`config.mk`:
```
export PLATFORM = sky130hd
export DESIGN_NAME = hbridge_gate_driver
export DESIGN_NICKNAME = d
export VERILOG_FILES = /design/src/rtl/hbridge_gate_driver.sv
export SDC_FILE = /design/constraint.sdc
export NUM_CORES = 1
export LEC_CHECK = 0
export CAP_MARGIN = 20
export CORE_MARGIN = 2
export CORE_UTILIZATION = 50
export CTS_CLUSTER_DIAMETER = 80
export DETAILED_ROUTE_END_ITERATION = 8
export GPL_TIMING_DRIVEN = 0
export HOLD_SLACK_MARGIN = 0.15
export PLACE_DENSITY = 0.84
export REMOVE_ABC_BUFFERS = 1
export SYNTH_ARGS = -nofsm -noshare
export SYNTH_HDL_FRONTEND = slang
export SYNTH_SLANG_ARGS = --single-unit
```
`constraint.sdc`:
```
create_clock -name clk -period 2.4 [get_ports clk]
set_clock_uncertainty 0.15 [all_clocks]
set_input_delay 0.48 -clock clk [delete_from_list [all_inputs] [get_ports clk]]
set_output_delay 0.48 -clock clk [all_outputs]
set_load 0.01 [all_outputs]
```
`src/rtl/hbridge_gate_driver.sv`:
```
// hbridge_gate_driver: H-bridge gate sequencer with dead-time insertion, fault latch and illegal-command flag.
module hbridge_gate_driver #(
    parameter int DT_WIDTH = 8
) (
    input  logic                clk,
    input  logic                reset,
    input  logic                enable,
    input  logic                drive_pos,
    input  logic                drive_neg,
    input  logic                brake_en,
    input  logic [DT_WIDTH-1:0] dead_time,
    input  logic                fault_n,
    input  logic                fault_clear,
    output logic                gate_ah,
    output logic                gate_al,
    output logic                gate_bh,
    output logic                gate_bl,
    output logic                fault_latched,
    output logic                in_deadtime,
    output logic                illegal_cmd
);
    typedef enum logic [2:0] {S_OFF, S_FWD, S_REV, S_BRAKE, S_DT, S_FAULT} state_t;
    state_t              state_q, state_d, tgt;
    logic [DT_WIDTH-1:0] cnt_q, cnt_d, dt_len;
    logic                pos_q, neg_q, brk_q, sync_q, fault_s_q;
    logic                illegal_q, illegal_d;
    logic [3:0]          gates_q, gates_d;

    always_ff @(posedge clk or posedge reset) begin
        if (reset) begin
            state_q   <= S_OFF;
            cnt_q     <= '0;
            pos_q     <= 1'b0;
            neg_q     <= 1'b0;
            brk_q     <= 1'b0;
            sync_q    <= 1'b1;
            fault_s_q <= 1'b1;
            illegal_q <= 1'b0;
            gates_q   <= 4'b0000;
        end else begin
            state_q   <= state_d;
            cnt_q     <= cnt_d;
            pos_q     <= drive_pos;
            neg_q     <= drive_neg;
            brk_q     <= brake_en;
            sync_q    <= fault_n;
            fault_s_q <= sync_q;
            illegal_q <= illegal_d;
            gates_q   <= gates_d;
        end
    end

    always_comb begin
        tgt    = (pos_q && !neg_q) ? S_FWD :
                 (neg_q && !pos_q) ? S_REV :
                 (!pos_q && !neg_q && brk_q) ? S_BRAKE : S_OFF;
        dt_len = (dead_time == '0) ? {{(DT_WIDTH-1){1'b0}}, 1'b1} : dead_time;
        state_d = state_q;
        cnt_d   = cnt_q;
        if (!fault_s_q)
            state_d = S_FAULT;
        else if (state_q == S_FAULT)
            state_d = fault_clear ? S_OFF : S_FAULT;
        else if (!enable)
            state_d = S_OFF;
        else begin
            case (state_q)
                S_OFF: state_d = tgt;
                S_DT: begin
                    // Target is re-read only at expiry; the count itself is never reloaded here.
                    state_d = (cnt_q <= {{(DT_WIDTH-1){1'b0}}, 1'b1}) ? tgt : S_DT;
                    cnt_d   = cnt_q - 1'b1;
                end
                default: if (tgt != state_q) begin
                    state_d = S_DT;
                    cnt_d   = dt_len;
                end
            endcase
        end
    end

    // Gate flops follow the next state so they switch on the same edge as the FSM.
    always_comb begin
        gates_d   = (state_d == S_FWD)   ? 4'b1001 :
                    (state_d == S_REV)   ? 4'b0110 :
                    (state_d == S_BRAKE) ? 4'b0101 : 4'b0000;
        illegal_d = (pos_q && neg_q) || (illegal_q && !fault_clear);
    end

    assign gate_ah       = gates_q[3];
    assign gate_al       = gates_q[2];
    assign gate_bh       = gates_q[1];
    assign gate_bl       = gates_q[0];
    assign fault_latched = (state_q == S_FAULT);
    assign in_deadtime   = (state_q == S_DT);
    assign illegal_cmd   = illegal_q;
endmodule

```
==> results of run 1 <==
power by group:
part           leakage, nW  switching (mW)  internal [mW]
Clock               0.0139           0.108         0.0636
Combinational        0.331           0.165          0.151
Sequential           0.251          0.0914          0.427
state kept, by name (all words and copies together), names as in the netlist:
register and flops:
cnt_q 8, gates_q 4, state_q 3, brk_q 1, fault_s_q 1, illegal_cmd 1
neg_q 1, pos_q 1, sync_q 1
routing by layer:
metal	wire, um	vias to the layer above	GRT usage [%]	part of all wire [%]
li1	-	476	-	-
met1	1050	491	25.1	41
met2	1310	40	33.1	52
met3	158	2	5.75	6.2
met4	14	0	5.70	0.55
met5	0	-	0	0
worst max-delay path, delay by kind of cell (launching register included):
kind,cells,cell delay (ps)
flip-flops,1,430
buffers and inverters,1,170
AND/OR/NAND/NOR,1,590
XOR/XNOR,1,160
AO/OA/AOI/OAI,3,680
how the worst max path moves through the flow:
stage	from	endpoint	slack [ps]
final	state_q[0]$_DFF_PP0_	cnt_q[3]$_DFFE_PP0P_	100
after global routing	state_q[0]$_DFF_PP0_	cnt_q[3]$_DFFE_PP0P_	10
after CTS	state_q[1]$_DFF_PP0_	fault_latched	6
after detailed placement	state_q[0]$_DFF_PP0_	in_deadtime	-110
after global placement	state_q[1]$_DFF_PP0_	in_deadtime	-70
after floorplan	state_q[0]$_DFF_PP0_	cnt_q[3]$_DFFE_PP0P_	410
what timing repair did:
item / CTS / global route
endpoints found under the setup margin: 1 / 2
endpoints found under the hold margin: 0 / 0
pin swaps: 1 / 1
resized for setup: 7 / 1
buffers inserted: 4 / 0
logic make-up (layout without fill, tap and decap cells):
| group | after synthesis | after routing | synth area share (%) |
|---|---|---|---|
| xor gates and xnor gates | 2 | 2 | 1.52 |
| and+or+nand+nor | 41 | 41 | 20.6 |
| buffers and inverters | 12 | 37 | 5.55 |
| AOI/OAI and AO/OA | 39 | 39 | 23.3 |
| adders and majority gates | 2 | 2 | 2.18 |
| DFF | 21 | 21 | 45.9 |
| muxes | 1 | 1 | 0.979 |
through the flow:
step,hold WS (ps),setup TNS (ps),instances,cell area [um^2],worst slack [ps]
final,214,0,171,1440,96.4
after global routing,219,0,171,1440,12.4
after CTS,217,0,171,1440,5.50
after detailed placement,198,-203,163,1370,-106
after global placement,196,-99.4,163,1370,-68.6
after floorplan,195,0,113,1110,410
cell usage in the layout (no fill, tap or decap), types with 2 or more instances in the layout:
| master | synthesis | final |
|---|---|---|
| a21oi_2 | 4 | 4 |
| a22o_1 | 3 | 3 |
| nand3b_1 | 3 | 3 |
| clkdlybuf4s50_1 | 0 | 20 |
| o21ai_1 | 3 | 3 |
| nand2_1 | 8 | 8 |
| xor2_1 | 2 | 2 |
| buf_4 | 0 | 4 |
| a21oi_1 | 8 | 8 |
| o21ai_0 | 10 | 10 |
| inv_1 | 6 | 6 |
| dfrtp_1 | 19 | 16 |
| nand3_1 | 3 | 3 |
| and2_1 | 2 | 2 |
| nor3_1 | 7 | 7 |
| dfrtp_2 | 0 | 3 |
| nor2_1 | 8 | 8 |
| clkbuf_4 | 0 | 3 |
| dfstp_2 | 2 | 2 |
| ha_1 | 2 | 2 |
final cells by class:
cell class	instances	area, um^2
flip-flops and latches	21	532
inverters	7	31.3
multi-input cells	85	561
fillers	187	751
well taps	28	35.0
clock buffers	3	22.5
clock inverters	1	7.51
repair buffers	26	251
==> impl_metrics.ini, run 1 <==
[run_status]
status = finished, final reports clean

[worst_setup_path]
start_kind = register
r2r_start = state_q[0]$_DFF_PP0_
required_ps = 2450
rrSetupSlack_ps = 100
crit_fanout = 16
path_cells = buf_4, xor2_1, a32o_1, nor3b_4, o21ai_1, a22o_1
critPathKind = register to register
critPathCaptureType = register
slowest_delay_ps = 590
arrival_ps = 2350
crit_slowest_cell = nor3b_4
rr_endpoint = cnt_q[3]$_DFFE_PP0P_
worstRegToRegCells = 6

[synth]
synth.distinct_cells = 40
yosys_register_bits = 21
yosysSeqAreaShare_pct = 45.9
yosys.area.top_type = dfrtp_1
synth_area_mm2 = 0.00115
synthTopCellsByCount = 19 x dfrtp_1, 10 x o21ai_0, 8 x a21oi_1, 8 x nand2_1, 8 x nor2_1
synth_edf_count = 0
synth-main-ff-cell = dfrtp_1
synth_cells = 118
post-synth-top-count-cell = dfrtp_1
synth_top_area_share_pct = 41.3
async_flop_share_pct = 100
synth.area.top_cells = dfrtp_1 41%, dfstp_2 4.6%, o21ai_0 4.4%, a21oi_1 3.5%, a21oi_2 3.0%
ys_warn_count = 0
synth.avg_cell_area_um2 = 9.74

[global_routing]
grt_pass1_vias = 895
grt_start_max_net_pins = 22
grt_pass1_wl_mm = 3.91
overflow = 0
grt_usage_pct = 19.9
antenna_found_initial = 0

[timing]
setup_violations = 0
fmax_ghz = 0.434
tightestPinTransition_ps = 789
rsz0062_at_grt = no
final_max_slew_viol_count = 0
fin_crit_sh_pct = 96.0
hold_violations = 0
finalCriticalPeriod_ps = 2300
slew_headroom_pct = 47.4

[placed_design]
post-dp-hpwl_mm = 1.71
gpl.final_weighted_congestion = 0.873
port_buffers = 22

[clocking]
cts.root.buffer_cell = clkbuf_4
cts.sinks = 21
cts_tree = done
htreeDepth = 1
clock_path_buffers = 2
clock_latency_ps = 310
clkSlewWorstSetupHoldPaths_ps = 120
cts_hold_buf = 0
cts_inserted_buffers = 3

[pwr]
power.total_mw = 1.01
p_per_area_mw_per_mm2 = 699
p_leak_nw = 0.596
ir_drop_v = 0.000549

[die]
die_x_um = 52.0
pin_count = 23
core_mm2 = 0.00219
rows = 17
die_area_mm2 = 0.00270
die-height_um = 52.0
start_util_pct = 52.5

[worst_hold_path]
hold_path.class = register to register
min_path_cells = 0
worstHoldStart = sync_q$_DFF_PP1_
holdPathEnd = fault_s_q$_DFF_PP1_

[route]
wl_per_cell_um = 14.9
route.detailed.drc = 0
ant_nets = 0
totalWireLength_mm = 2.54
drt_iter0_markers = 25
vias = 1009
viasPerCell = 5.90
drtPass1Iterations = 4

[finish]
post-route-util_pct = 65.7
syn_to_final_growth_pct = 25.2
diodes = 0
fin_nets = 162
drive_gt1_share_pct = 16.1

[flow_run]
drv_cap = 0
Power figures use the tool's default switching activity.
==> run 2, diff against run 1 <==
SKIP_LAST_GASP = 1   (was default)
SLEW_MARGIN = 20   (was default)
==> results of run 2 <==
The final DEF is identical to that of run 1; final timing and power are the same.
